`src/rtl/cordic_pkg.sv`:
```
// Shared types and constants for the time-shared CORDIC arctangent engine.
// Angles and operands are signed fixed point with FRAC fractional bits.
package cordic_pkg;

  localparam int DW        = 20;
  localparam int FRAC      = 4;
  localparam int LUT_DEPTH = 12;

  typedef enum logic [1:0] {
    IDLE,
    ITER,
    RESP
  } state_t;

  // atan(2^-i) in degrees, Q16.4; zero past the last tabulated micro-rotation.
  function automatic logic signed [DW-1:0] atan_lut(input logic [3:0] i);
    case (i)
      4'd0:    return 20'sd720;
      4'd1:    return 20'sd425;
      4'd2:    return 20'sd225;
      4'd3:    return 20'sd114;
      4'd4:    return 20'sd57;
      4'd5:    return 20'sd29;
      4'd6:    return 20'sd14;
      4'd7:    return 20'sd7;
      4'd8:    return 20'sd4;
      4'd9:    return 20'sd2;
      4'd10:   return 20'sd1;
      default: return 20'sd0;
    endcase
  endfunction

endpackage

```
`src/rtl/cordic_atan_scheduler_if.sv`:
```
// Request/response bundle between the sweep clients and the shared CORDIC engine.
// The master side belongs to the clients, the slave side to the scheduler.
interface cordic_atan_scheduler_if
  import cordic_pkg::*;
#(
  parameter int NUM_REQ = 4,
  parameter int DW      = cordic_pkg::DW
);
  localparam int IW = $clog2(NUM_REQ);

  logic [NUM_REQ-1:0]    req_valid;
  logic [NUM_REQ*DW-1:0] req_y;
  logic [NUM_REQ-1:0]    req_ready;
  logic                  rsp_valid;
  logic [IW-1:0]         rsp_id;
  logic signed [DW-1:0]  rsp_z;
  logic                  rsp_ready;
  logic                  busy;

  modport master (
    output req_valid, req_y, rsp_ready,
    input  req_ready, rsp_valid, rsp_id, rsp_z, busy
  );

  modport slave (
    input  req_valid, req_y, rsp_ready,
    output req_ready, rsp_valid, rsp_id, rsp_z, busy
  );

endinterface

```
`src/rtl/rr_arbiter.sv`:
```
// Round-robin arbiter: combinational one-hot grant searching upward from the
// pointer; the pointer moves just past the winner when advance is pulsed.
module rr_arbiter #(
  parameter int N = 4
) (
  input  logic                 clk,
  input  logic                 rst,
  input  logic [N-1:0]         req,
  input  logic                 advance,
  output logic [N-1:0]         grant,
  output logic [$clog2(N)-1:0] grant_idx
);
  localparam int PW = $clog2(N);

  logic [PW-1:0] ptr_q;
  logic [PW-1:0] idx;
  logic          found;

  // NOTE: every output of a combinational block gets a default first, so no
  // path through the block can leave a value held and infer a latch.
  always_comb begin
    grant     = '0;
    grant_idx = '0;
    idx       = '0;
    found     = 1'b0;
    for (int i = 0; i < N; i++) begin
      idx = PW'((int'(ptr_q) + i) % N);
      if (!found && req[idx]) begin
        found     = 1'b1;
        grant_idx = idx;
      end
    end
    if (found) grant[grant_idx] = 1'b1;
  end

  // NOTE: clocked state uses non-blocking assignments so every register
  // samples pre-edge values regardless of statement order.
  always_ff @(posedge clk or posedge rst) begin
    if (rst) begin
      ptr_q <= '0;
    end else if (advance) begin
      ptr_q <= (grant_idx == PW'(N - 1)) ? '0 : grant_idx + PW'(1);
    end
  end

endmodule

```
`src/rtl/cordic_atan_scheduler.sv`:
```
// One iterative CORDIC vectoring engine shared round-robin among NUM_REQ
// clients; returns atan(y / X_CONST) in degrees (Q16.4) tagged with the client id.
module cordic_atan_scheduler
  import cordic_pkg::*;
#(
  parameter int                   NUM_REQ = 4,
  parameter int                   DW      = cordic_pkg::DW,
  parameter int                   ITER    = 12,
  parameter logic signed [DW-1:0] X_CONST = 20'sd16
) (
  input  logic                    clk,
  input  logic                    rst,
  cordic_atan_scheduler_if.slave  bus
);
  localparam int IW = $clog2(NUM_REQ);
  localparam int CW = 4;

  state_t               state_q, state_d;
  logic [NUM_REQ-1:0]   grant;
  logic [IW-1:0]        grant_idx;
  logic [IW-1:0]        id_q;
  logic                 accept;
  logic                 last;
  logic [CW-1:0]        cnt_q;
  logic signed [DW-1:0] sel_y;
  logic signed [DW-1:0] x_q, y_q, z_q;
  logic signed [DW-1:0] x_nx, y_nx, z_nx;
  logic signed [DW-1:0] x_sh, y_sh, ang;
  logic signed [DW-1:0] rsp_z_q;

  rr_arbiter #(.N(NUM_REQ)) u_arb (
    .clk       (clk),
    .rst       (rst),
    .req       (bus.req_valid),
    .advance   (accept),
    .grant     (grant),
    .grant_idx (grant_idx)
  );

  assign bus.req_ready = (state_q == IDLE) ? grant : '0;
  assign accept        = |(bus.req_valid & bus.req_ready);
  assign last          = (cnt_q == CW'(ITER - 1));
  assign sel_y         = bus.req_y[int'(grant_idx)*DW +: DW];

  assign bus.rsp_valid = (state_q == RESP);
  assign bus.rsp_id    = id_q;
  assign bus.rsp_z     = rsp_z_q;
  assign bus.busy      = (state_q != IDLE);

  // The ITER parameter shadows the enum label, so that state is package-qualified.
  always_comb begin
    state_d = state_q;
    case (state_q)
      IDLE:             if (accept)        state_d = cordic_pkg::ITER;
      cordic_pkg::ITER: if (last)          state_d = RESP;
      RESP:             if (bus.rsp_ready) state_d = IDLE;
      default:                             state_d = IDLE;
    endcase
  end

  // Vectoring micro-rotation: drive y toward zero, accumulating the angle in z.
  always_comb begin
    x_sh = x_q >>> cnt_q;
    y_sh = y_q >>> cnt_q;
    ang  = DW'(atan_lut(cnt_q));
    if (!y_q[DW-1]) begin
      x_nx = x_q + y_sh;
      y_nx = y_q - x_sh;
      z_nx = z_q + ang;
    end else begin
      x_nx = x_q - y_sh;
      y_nx = y_q + x_sh;
      z_nx = z_q - ang;
    end
  end

  always_ff @(posedge clk or posedge rst) begin
    if (rst) begin
      state_q <= IDLE;
      x_q     <= '0;
      y_q     <= '0;
      z_q     <= '0;
      cnt_q   <= '0;
      id_q    <= '0;
      rsp_z_q <= '0;
    end else begin
      state_q <= state_d;
      case (state_q)
        IDLE: begin
          if (accept) begin
            x_q   <= X_CONST;
            y_q   <= sel_y;
            z_q   <= '0;
            cnt_q <= '0;
            id_q  <= grant_idx;
          end
        end
        cordic_pkg::ITER: begin
          x_q <= x_nx;
          y_q <= y_nx;
          z_q <= z_nx;
          if (last) rsp_z_q <= z_nx;
          else      cnt_q   <= cnt_q + CW'(1);
        end
        default: ;
      endcase
    end
  end

endmodule

```
`src/flat_wrapper.sv`:
```
// flat-port wrapper written by rule: the top's interface ports become plain ports
module cordic_atan_scheduler_flat import cordic_pkg::*;
#(
  parameter int                   NUM_REQ = 4,
  parameter int                   DW      = cordic_pkg::DW,
  parameter int                   ITER    = 12,
  parameter logic signed [DW-1:0] X_CONST = 20'sd16
)
  (clk, rst, bus_req_valid, bus_req_y, bus_rsp_ready, bus_req_ready, bus_rsp_valid, bus_rsp_id, bus_rsp_z, bus_busy);
  cordic_atan_scheduler_if #(.NUM_REQ(NUM_REQ), .DW(DW)) bus_i ();
  input  logic clk;
  input  logic rst;
  input wire logic [$bits(bus_i.req_valid)-1:0] bus_req_valid;
  input wire logic [$bits(bus_i.req_y)-1:0] bus_req_y;
  input wire logic [$bits(bus_i.rsp_ready)-1:0] bus_rsp_ready;
  output wire logic [$bits(bus_i.req_ready)-1:0] bus_req_ready;
  output wire logic [$bits(bus_i.rsp_valid)-1:0] bus_rsp_valid;
  output wire logic [$bits(bus_i.rsp_id)-1:0] bus_rsp_id;
  output wire logic [$bits(bus_i.rsp_z)-1:0] bus_rsp_z;
  output wire logic [$bits(bus_i.busy)-1:0] bus_busy;
  assign bus_i.req_valid = bus_req_valid;
  assign bus_i.req_y = bus_req_y;
  assign bus_i.rsp_ready = bus_rsp_ready;
  assign bus_req_ready = bus_i.req_ready;
  assign bus_rsp_valid = bus_i.rsp_valid;
  assign bus_rsp_id = bus_i.rsp_id;
  assign bus_rsp_z = bus_i.rsp_z;
  assign bus_busy = bus_i.busy;
  cordic_atan_scheduler #(.NUM_REQ(NUM_REQ), .DW(DW), .ITER(ITER), .X_CONST(X_CONST)) u_core (.clk(clk), .rst(rst), .bus(bus_i));
endmodule
```
`config.mk`:
```
export PLATFORM = sky130hd
export DESIGN_NAME = cordic_atan_scheduler_flat
export DESIGN_NICKNAME = d
export VERILOG_FILES = /design/src/rtl/cordic_pkg.sv /design/src/rtl/cordic_atan_scheduler_if.sv /design/src/rtl/rr_arbiter.sv /design/src/rtl/cordic_atan_scheduler.sv /design/src/flat_wrapper.sv
export SDC_FILE = /design/constraint.sdc
export NUM_CORES = 1
export LEC_CHECK = 0
export BUFFER_PORTS_ARGS = -buffer_cell sky130_fd_sc_hd__buf_2
export CAP_MARGIN = 20
export CORE_MARGIN = 2
export CORE_UTILIZATION = 39
export CTS_CLUSTER_DIAMETER = 120
export DETAILED_ROUTE_END_ITERATION = 8
export GPL_TIMING_DRIVEN = 0
export PLACE_DENSITY = 0.58
export SLEW_MARGIN = 20
export SYNTH_ARGS = -nofsm -noshare
export SYNTH_HDL_FRONTEND = slang
export SYNTH_HIERARCHICAL = 1
export SYNTH_SLANG_ARGS = --single-unit
export TNS_END_PERCENT = 1
```
`constraint.sdc`:
```
create_clock -name clk -period 7 [get_ports clk]
set_input_delay 0.35 -clock clk [delete_from_list [all_inputs] [get_ports clk]]
set_output_delay 0.35 -clock clk [all_outputs]
set_load 0.02 [all_outputs]
```
==> impl_summary.md, run 1 <==
Status
The run finished with clean final reports.

Setup path
The endpoint arrival time on the critical path is 6.53 ns. Counting both buffers and inverters, the worst setup path holds a total of 5. The cell depth of the worst setup path is 21. The family with the most delay on the worst path is buffers and inverters. The critical setup path kind is flip-flop to flip-flop. By instance count, the cell type seen most on the critical path is a31oi_1.

The worst register-to-register path has a depth of 21. The slowest stage cell on the critical path is or4_1. Of all nets on the critical path, the largest fanout is 19. In this run the critical register-to-register path is launched from u_core/cnt_q[2]. The kind of end point of the critical path is a flip-flop. The reg2reg setup slack is 0.68 ns. Data on the critical path is required at its endpoint by 7.21 ns. The worst setup path endpoint is u_core/x_q[18]. Walking the worst path, the cells encountered are buf_2, clkbuf_1, clkbuf_1, clkbuf_2, clkbuf_2, o21a_1, ha_1, o21ai_1, or4_1, nor2_2, nor3_1, a21oi_1, o22ai_1, ha_1, and2_1, a31oi_1, a31oi_1, or4_1, a31oi_1, xor2_1, o21ai_0. For this run, the slowest stage of the critical path takes 0.59 ns. The launching element type of the critical path is a flip-flop. The launch point of the worst path is u_core/cnt_q[2]. The worst register-to-register path ends at u_core/x_q[18].

Layout
For this run, the post-layout net count is 1471. The final-layout fill cell count is 2569. Summing all flip-flop and latch instances after layout gives 0.002252 mm^2. In the layout the commonest cells are nand2_1 (151), buf_2 (127), dfrtp_1 (90).

In the final layout, the multi-input gates occupy 0.007555 mm^2. The leading cell type in the layout, fill and taps excluded is nand2_1. The number of antenna diodes in the final layout is 0. The fraction of layout instances using a drive strength above 1 is 18.46%. The layout overhead on the synthesized area is 13.12%.

Routing
The number of detailed-routing iterations run before antenna repair is 7. Once detail routing completed, the nets flagged for antenna violations numbered 0. The aggregate routed wire length is 34560 um. The number of DRC markers in iteration 0 is 944. After detailed routing, the number of vias per cell comes to 5.907. After detailed routing, the number of remaining DRC violations is 0. The total number of vias is 9723. Dividing the detail-routed wire length by the instance count gives 21.00 um.

Global routing
The wire length of the first global-routing pass is 54040 um. The total congestion overflow is 0. The number of antenna violations at the first check in global routing is 0. For this run, the total global-route usage over all layers was measured as 24.91%. The via count of the first global-routing pass was 9366. The largest net degree at the start of global routing is 63.

STA
Headroom to the max-slew limit came out at 26.51%. At the pin with the least slew margin, the transition time is 1.098 ns. The final period demand of the worst path is 6.322 ns. The number of hold violations in the final report is 0.

The final count of negative-setup-slack endpoints is 0. The achievable frequency is 158.2 MHz. The final total negative setup slack is 0 ns. The total count of max-transition violations in the final report is 0.

Across the routed clock network, the largest skew measured is 0.01317 ns. After layout, the worst path uses 90.31% of the clock period. Setup repair after global routing left no endpoint under its margin.

Logic synthesis
The number of synthesized flops with an enable pin is 0. The number of nets in the synthesized netlist is 1345. The warning count from the yosys run is 6.

The proportion of synthesized chip area in sequential cells is 21.99%. Synthesis inferred 90 register bits. A synthesized cell averages 8.680 um^2. The most used flip-flop cell after synthesis is dfrtp_1. The synthesized instance count is 1180. The area of the mapped netlist is 0.01024 mm^2. The proportion of register bits with asynchronous set or reset after synthesis is 100.0%.

In this run, distinct cell masters in the synthesized netlist total 80.

CTS
The tree is rooted in a clkbuf_16. The CTS tree is yes. The clock-pin slew on the worst setup and hold paths is 0.08 ns. CTS built an H-tree with a depth of 3.

In this run, CTS created clock tree buffers numbering 9. The number of setup buffers added after CTS is 0. The maximum buffer depth of the clock tree is 2.

Clock tree synthesis found a total of 90 sinks. The later pin in the worst-skew pair is clocked with a latency of 0.36 ns.

Placed design
The count of input and output buffers is 114. The weighted congestion at the end of routability-driven global placement is 0.9777. The half-perimeter wire length of the detailed placement result is 27160 um.

Die
The width of the die is 166.1 um. The initial core utilization is 39.53%. The top-level I/O count is 115.

The initialized floorplan defines 59 standard-cell rows. The region available for standard cell placement spans 0.02591 mm^2. The total die area is 0.02757 mm^2. From bottom edge to top edge, the die measures 166.1 um.

Flow run
The tool flagged a number of max-cap violations equal to 0.

Min path
The classification of the worst-slack hold path is primary input to flip-flop.
## worst register-to-register path, stage by stage (launching register included)
cell	delay [ns]
dfrtp_1	0.32
buf_2	0.20
clkbuf_1	0.46
clkbuf_1	0.48
clkbuf_2	0.39
clkbuf_2	0.47
o21a_1	0.24
ha_1	0.18
o21ai_1	0.14
or4_1	0.59
nor2_2	0.33
nor3_1	0.08
a21oi_1	0.14
o22ai_1	0.10
ha_1	0.40
and2_1	0.21
a31oi_1	0.27
a31oi_1	0.21
or4_1	0.45
a31oi_1	0.23
xor2_1	0.18
o21ai_0	0.09
## synth_stat cells (all sizes together), types with 5 or more instances
| master | n | share of area (%) |
|---|---|---|
| or3 | 13 | 0.79 |
| ha | 75 | 9.2 |
| a211oi | 17 | 1.2 |
| nor4 | 8 | 0.67 |
| o211ai | 8 | 0.59 |
| a21o | 16 | 1.2 |
| nand2b | 25 | 1.5 |
| a22o | 20 | 1.7 |
| xor2 | 29 | 2.5 |
| a211o | 5 | 0.43 |
| o21a | 14 | 1.0 |
| buf | 32 | 1.7 |
| a21oi | 73 | 3.6 |
| xnor2 | 52 | 4.5 |
| mux2 | 20 | 2.2 |
| mux4 | 57 | 13 |
| nand3 | 23 | 1.1 |
| o21ai | 75 | 3.7 |
| a22oi | 5 | 0.37 |
| and3 | 8 | 0.49 |
| nor2b | 11 | 0.67 |
| o22ai | 27 | 1.6 |
| nand4 | 5 | 0.37 |
| clkbuf | 33 | 1.2 |
| nor3 | 27 | 1.3 |
| mux2i | 31 | 3.0 |
| nand2 | 151 | 5.5 |
| inv | 39 | 1.4 |
| nor2 | 90 | 3.3 |
| a31oi | 21 | 1.3 |
| o31ai | 7 | 0.56 |
| dfrtp | 90 | 22 |
| and2 | 17 | 1.0 |
## flip-flops by register name (all words and copies together) (netlist names)
register and cells:
u_core/state_q 2, u_core/u_arb/ptr_q 2, u_core/bus.rsp_z 20, u_core/z_q 20, u_core/cnt_q 4, u_core/bus.rsp_id 2
u_core/x_q 20, u_core/y_q 20
## worst min path at each step
| stage | start | to | slack (ns) | cells after the start |
|---|---|---|---|---|
| 2_1_floorplan | rst | u_core/u_arb/ptr_q[0] | 0.09 | 1 |
| 5_1_grt | bus_rsp_ready | u_core/state_q[1] | 0.19 | 2 |
| 3_3_place_gp | rst | u_core/u_arb/ptr_q[1] | 0.22 | 2 |
| 6_report | bus_rsp_ready | u_core/state_q[1] | 0.17 | 2 |
| 3_5_place_dp | rst | u_core/u_arb/ptr_q[1] | 0.25 | 2 |
| 4_1_cts | bus_rsp_ready | u_core/state_q[1] | 0.16 | 2 |
## metal layers
layer / track usage, % / vias to the layer above / wire [um]
met4: 7.108 / 0 / 811
met1: 35.52 / 4652 / 15680
met3: 4.218 / 49 / 2577
met5: 0 / - / 0
li1: - / 4636 / -
met2: 38.99 / 386 / 15490
## timing repair
action	CTS	global route
hold buffers	1	0
resized for setup	0	3
endpoints found under the setup margin	0	5
endpoints found under the hold margin	28	0
## cells by family (layout without fill, tap and decap cells)
kind of cell | Yosys count | after routing | synth area share [%]
XOR/XNOR | 81 | 81 | 7.000
AND/OR/NAND/NOR | 394 | 394 | 18.12
buffers and inverters | 104 | 235 | 4.312
multiplexers | 108 | 108 | 18.09
AO/OA/AOI/OAI | 325 | 325 | 20.74
flip-flops | 90 | 90 | 21.99
adder cells (fa/ha/maj) | 78 | 78 | 9.748
## through the flow
step	util, %	cells	hold WS (ns)	cell area, um^2	worst slack [ns]
after floorplan	-	1180	0.09118	10240	1.824
after global placement	43.35	1629	0.2159	11230	0.09135
after detailed placement	43.50	1630	0.2479	11270	0.09764
after CTS	44.72	1647	0.1569	11590	0.04294
after global routing	44.71	1646	0.1876	11590	0.3213
final	44.71	1646	0.1693	11590	0.6784
## layout make-up
| class | instances | share of cell area, % |
|---|---|---|
| sequential | 90 | 19.44 |
| multi-input combinational | 986 | 65.21 |
| timing repair buffer | 116 | 5.248 |
| inverter | 39 | 1.307 |
| clock buffer | 9 | 1.944 |
| tap | 335 | 3.618 |
| buffer | 64 | 2.538 |
| clock inverter | 7 | 0.7019 |
Power of run 1 is left out: the tool's default activity adds up to more than one toggle a clock period on the data nets, which glitch-free logic cannot reach.
==> run 2: changes to the inputs <==
Settings changed: CAP_MARGIN 20 to default, CORE_ASPECT_RATIO from default to 0.75.
==> impl_summary.md, run 2 (synthesized netlist as in run 1, its figures left out) <==
Status
The flow ran to the end, and the final reports show no timing, DRC or antenna violations.

Setup path
Walking the worst path, the cells encountered are buf_2, clkbuf_1, clkbuf_1, clkbuf_2, clkbuf_2, o21a_1, ha_1, o21ai_1, or4_1, nor2_2, nor3_1, a21oi_1, o22ai_1, ha_1, and2_1, a31oi_1, a31oi_1, or4_1, a31oi_1, xor2_1, o21ai_0. The slowest stage cell on the critical path is or4_1. The largest stage delay on the critical path is 0.60 ns. The required arrival time at the worst endpoint is 7.23 ns. The library cell appearing most often on the critical path is a31oi_1. The worst setup path is captured at a flip-flop. STA classifies the critical path startpoint as a flip-flop. The maximum net fanout on the critical path is 19. For the worst flop-to-flop path, the logic depth is 21.

For the worst setup path, the data arrival time is 6.65 ns. The critical setup path kind is flip-flop to flip-flop.

CTS
Counting the buffers created by CTS gives 9. Clock latency on the worst-skew pair, taken at its later pin, is 0.39 ns. Clock tree synthesis found a total of 90 sinks. The maximum buffer depth of the clock tree is 2. After clock tree synthesis, the clock-pin slew on the worst setup and hold paths is 0.09 ns. The root cell of the clock tree is clkbuf_16.

The CTS tree is yes. The total setup buffers inserted after CTS is 0. The H-tree depth reported by CTS is 3.

Flow run
The tool flagged a number of max-cap violations equal to 0.

Routing
Wire segments on met3 add up to 2985 um in the final route. The final antenna-violating net count is 0. Using the TritonRoute via totals, the vias-per-cell ratio works out to 5.937. Signal routing reaches up to met4.

Across all layers, the routed design uses 9831 vias. In the detailed route, the total length drawn on met2 is 14590 um. The detailed router put a total of 16690 um of wire on met1. The number of DRC markers in iteration 0 is 862. Dividing the detail-routed wire length by the instance count gives 21.01 um.

The aggregate routed wire length is 34790 um. The post-detailed-route DRC marker count is 0. For this run, the detailed router's first-pass iteration total came to 6.

Die
In this run the horizontal extent of the chip is 191.1 um. The height of the die is 144.3 um. The core outline area is 0.02591 mm^2. Row generation in the floorplan step produced 51 rows. The top-level I/O count is 115. The die covers 0.02759 mm^2. Once the floorplan was initialized, standard cells occupied 39.53% of the core.

Layout
The final-layout fill cell count is 2651. The library cells used most frequently in the layout, excluding fill and tap cells, are nand2_1 (151), buf_2 (127), dfrtp_1 (90). The library cell used most frequently in the layout, excluding fill and tap cells, is nand2_1.

The post-route netlist has 18.45% of its cells at a drive strength greater than 1. The antenna diode count is 0. The area taken by flip-flops and latches is 0.002252 mm^2. In the final design database the tool counted 1472 nets.

The layout overhead on the synthesized area is 13.36%. The multi-input combinational cell area is 0.007548 mm^2.

Global routing
The number of antenna violations at the first check in global routing was 0. Entering global routing, the biggest net connects 55 pins. The total congestion overflow is 0. The wire length of the first global-routing pass is 53300 um. The via count of the first global-routing pass is 9053.

In the global route stage, overall resource usage came out at 25.56%.

STA
The achievable frequency is 155.9 MHz. The final clock period utilization by the worst path is 91.65%. The final clock skew is 0.01954 ns. Setup repair after global routing left no endpoint under its margin. The slew at the pin with the worst max-slew slack is 1.052 ns.

The clock period could shrink to 6.415 ns. The worst pin sits at a relative slew slack of 29.31%. The total count of max-transition violations in the final report is 0.

The number of hold violations in the final report is 0. The final total negative setup slack is 0 ns. The final count of negative-setup-slack endpoints is 0.

Placed design
The half-perimeter wire length of the detailed placement result is 27220 um. The count of input and output buffers is 114. The weighted congestion at the end of routability-driven global placement is 1.003.

Min path
The classification of the worst-slack hold path is primary input to flip-flop. The hold-critical path depth is 2.
run 2: metal layers:
metal	global-route usage, %	up-vias
met1	37.72	4806
li1	-	4628
met3	6.940	39
met5	0	-
met4	5.749	0
met2	36.86	358
run 2: worst paths after layout:
check	from	endpoint	slack [ns]
min in group asynchronous	rst	u_core/u_arb/ptr_q[1]	0.40
worst max-delay path	u_core/cnt_q[2]	u_core/x_q[18]	0.58
worst min-delay path	bus_rsp_ready	u_core/state_q[1]	0.15
worst max register to register	u_core/cnt_q[2]	u_core/x_q[18]	0.58
worst min register to register	u_core/bus.rsp_z[15]	u_core/bus.rsp_z[15]	0.47
max in group asynchronous	rst	u_core/x_q[4]	5.86
run 2: worst max-delay path: cells and delay by family (launching register included):
kind                     cells  cell delay, ns
adder cells (fa/ha/maj)      2            0.61
AND/OR/NAND/NOR              5            1.64
AO/OA/AOI/OAI                8            1.49
flip-flops                   1            0.33
buffers and inverters        5            2.03
XOR/XNOR                     1            0.16
run 2: timing repair:
action | in CTS | in global routing
hold buffers | 1 | 0
endpoints found under the setup margin | 1 | 5
resized for setup | 1 | 1
endpoints found under the hold margin | 36 | 0
run 2: through the flow:
| step | instances | hold WS [ns] | cell area (um^2) | util [%] | setup WS, ns |
|---|---|---|---|---|---|
| 4_1_cts | 1656 | 0.1405 | 11610 | 44.81 | 0.1515 |
| 3_3_place_gp | 1638 | 0.2125 | 11240 | 43.40 | -0.05923 |
| 3_5_place_dp | 1639 | 0.2514 | 11280 | 43.52 | 0.07103 |
| 5_1_grt | 1656 | 0.1613 | 11610 | 44.82 | 0.2269 |
| 6_report | 1656 | 0.1539 | 11610 | 44.82 | 0.5846 |
| 2_1_floorplan | 1180 | 0.09118 | 10240 | - | 1.824 |
run 2: final cells by class:
cell class / count / area share (%)
multi-input cells: 986 / 65.01
flip-flops and latches: 90 / 19.40
repair buffers: 117 / 5.280
well taps: 344 / 3.707
plain buffers: 64 / 2.532
clock buffers: 9 / 1.940
inverters: 39 / 1.304
clock inverters: 7 / 0.8297
Power of run 2 is left out for the same reason.
==> run 3: changes to the inputs <==
Settings changed: CORE_MARGIN 2 to 3, CORE_UTILIZATION 39 to 38, PLACE_DENSITY 0.58 to 0.57.
==> impl_summary.md, run 3 (synthesized netlist as in run 1, its figures left out) <==
Layout
In the final layout, the share of cells above drive strength 1 is 18.60%. The antenna diode count is 0. After routing the design area is 0.01159 mm^2. The multi-input combinational cell area is 0.007553 mm^2.

In the final design database the tool counted 1472 nets. The area taken by flip-flops and latches is 0.002252 mm^2. The leading cell type in the layout, fill and taps excluded is nand2_1.

Leaving out fill and tap cells, the most frequent cells in the layout are nand2_1 (151), buf_2 (128), dfrtp_1 (90). The final-layout fill cell count is 2649. The layout overhead on the synthesized area is 13.14%.

Die
The number of core rows is 51. In this run the horizontal extent of the chip is 195.6 um. In this run the vertical extent of the chip is 148.2 um.

During I/O placement, the number of pins put on the boundary was 115. The initial utilization of the core area, before any placement, comes to 39.05%. The core region is 0.02623 mm^2.

The total die area is 0.02898 mm^2.

Setup path
In this run the number of cells on the critical path is 21. The launch point of the worst path is u_core/cnt_q[2]. The source of the worst register-to-register timing path is u_core/cnt_q[2].

The launching element type of the critical path is a flip-flop. The family with the most delay on the worst path is buffers and inverters. The endpoint arrival time on the critical path is 6.55 ns. The maximum net fanout on the critical path is 19. The largest stage delay on the critical path is 0.60 ns. The endpoint identified for the worst register-to-register timing path is u_core/x_q[18]. Data on the critical path is required at its endpoint by 7.21 ns. For flop-to-flop paths, the worst setup slack is 0.66 ns. The kind of end point of the critical path is a flip-flop.

Counting cells, the worst reg-to-reg path comes to 21. The critical path contains buffers and inverters numbering 5 combined. The setup path with the least slack is of type flip-flop to flip-flop. The slowest stage cell on the critical path is or4_1. Traced cell by cell, the critical path runs through buf_2, clkbuf_1, clkbuf_2, clkbuf_2, clkbuf_2, o21a_1, ha_1, o21ai_1, or4_1, nor2_2, nor3_1, a21oi_1, o22ai_1, ha_1, and2_1, a31oi_1, a31oi_1, or4_1, a31oi_1, xor2_1, o21ai_0.

Global routing
The largest net degree at the start of global routing is 54. The first global-routing pass estimated 54990 um of wire. The via count of the first global-routing pass came to 9272. For this run the aggregate overflow at the end of global routing stands at 0. The number of antenna violations at the first check in global routing was 0. The overall routing resource usage is 24.31%.

Flow run
Across the run, the number of max-cap violations was 0.

Status
The flow ran to the end, and the final reports show no timing, DRC or antenna violations.

STA
The final count of negative-setup-slack endpoints is 0. The worst pin sits at a relative slew slack of 35.13%. The final clock skew is 0.01350 ns. The post-route worst setup slack is 0.6611 ns. The slew at the pin with the worst max-slew slack is 0.9731 ns. The worst hold slack after final layout is 0.1646 ns. The number of hold violations in the final report came to 0. Setup repair after global routing left no endpoint under its margin. The total count of max-transition violations in the final report was 0. For the final routed database, the setup TNS stands at 0 ns. In the finished design, the share of the clock period the worst path needs comes to 90.56%. Timing would allow up to 157.8 MHz. The routed design could run at a clock period as short as 6.339 ns.

Routing
For this block, the via count after detailed routing is 9862. Dividing the detail-routed wire length by the instance count gives 21.60 um. Wires add up to 35770 um. The final antenna-violating net count is 0. After detailed routing, the number of remaining DRC violations is 0.

The number of DRC markers in iteration 0 is 798. For this run, the detailed router's first-pass iteration total came to 5. Using the TritonRoute via totals, the vias-per-cell ratio works out to 5.955.

Placed design
Routability-driven placement finished with a final weighted congestion of 0.9863. The cell area after placement is 0.01128 mm^2. At the placement stage, the worst setup path has a slack of -0.001207 ns. The count of buffers added on input and output ports is 114.

The half-perimeter wire length of the detailed placement result is 27960 um.

CTS
CTS saw 90 sinks. The maximum buffer depth of the clock tree is 2. The H-tree was split into 3 levels. The clock-pin slew on the worst setup and hold paths is 0.08 ns. The CTS tree is yes. The total setup buffers inserted after CTS is 0. The clock insertion delay at the later pin of the skew report is 0.37 ns. The root cell of the clock tree is clkbuf_16. In this run, CTS created clock tree buffers numbering 9.

Min path
The hold-critical path endpoint is u_core/state_q[1]. The classification of the worst-slack hold path is primary input to flip-flop. The start point of the worst min-delay path is bus_rsp_ready.

Along the worst hold path, the cell count comes to 2.
## run 3: cell count changes in the layout (fill, tap and decap cells not counted), sizes merged
cell and change:
inv +1, clkbuf -1, buf +1, clkinvlp -1
clkinv +1, bufinv -1
## run 3: layout make-up
class	instances	share of cell area [%]
multi-input combinational	986	65.18
sequential	90	19.43
timing repair buffer	117	5.290
tap	344	3.714
buffer	64	2.548
clock buffer	9	1.943
inverter	39	1.306
clock inverter	7	0.5830
## run 3: metal layers
| layer | track usage, % | wire [um] | up-vias |
|---|---|---|---|
| met3 | 4.914 | 2695 | 35 |
| li1 | - | - | 4635 |
| met4 | 5.059 | 520 | 0 |
| met2 | 35.18 | 15120 | 354 |
| met5 | 0 | 0 | - |
| met1 | 37.40 | 17430 | 4838 |
## run 3: metrics by stage
stage	util, %	cells
floorplan	-	1180
global placement	42.87	1638
detailed placement	43.01	1640
CTS	44.17	1657
global route	44.19	1656
finish	44.19	1656
## run 3: what timing repair did
action	in CTS	in global routing
endpoints found under the hold margin	16	0
setup endpoints to repair	2	5
gates resized for setup	1	3
hold buffers	1	0
## run 3: worst max path at each step
stage | end | slack [ns]
floorplan | u_core/x_q[19] | 1.82
global placement | u_core/x_q[18] | -0.08
detailed placement | u_core/x_q[18] | -0.001
CTS | u_core/x_q[18] | 0.13
global route | u_core/x_q[18] | 0.25
finish | u_core/x_q[18] | 0.66
Power of run 3 is left out for the same reason.
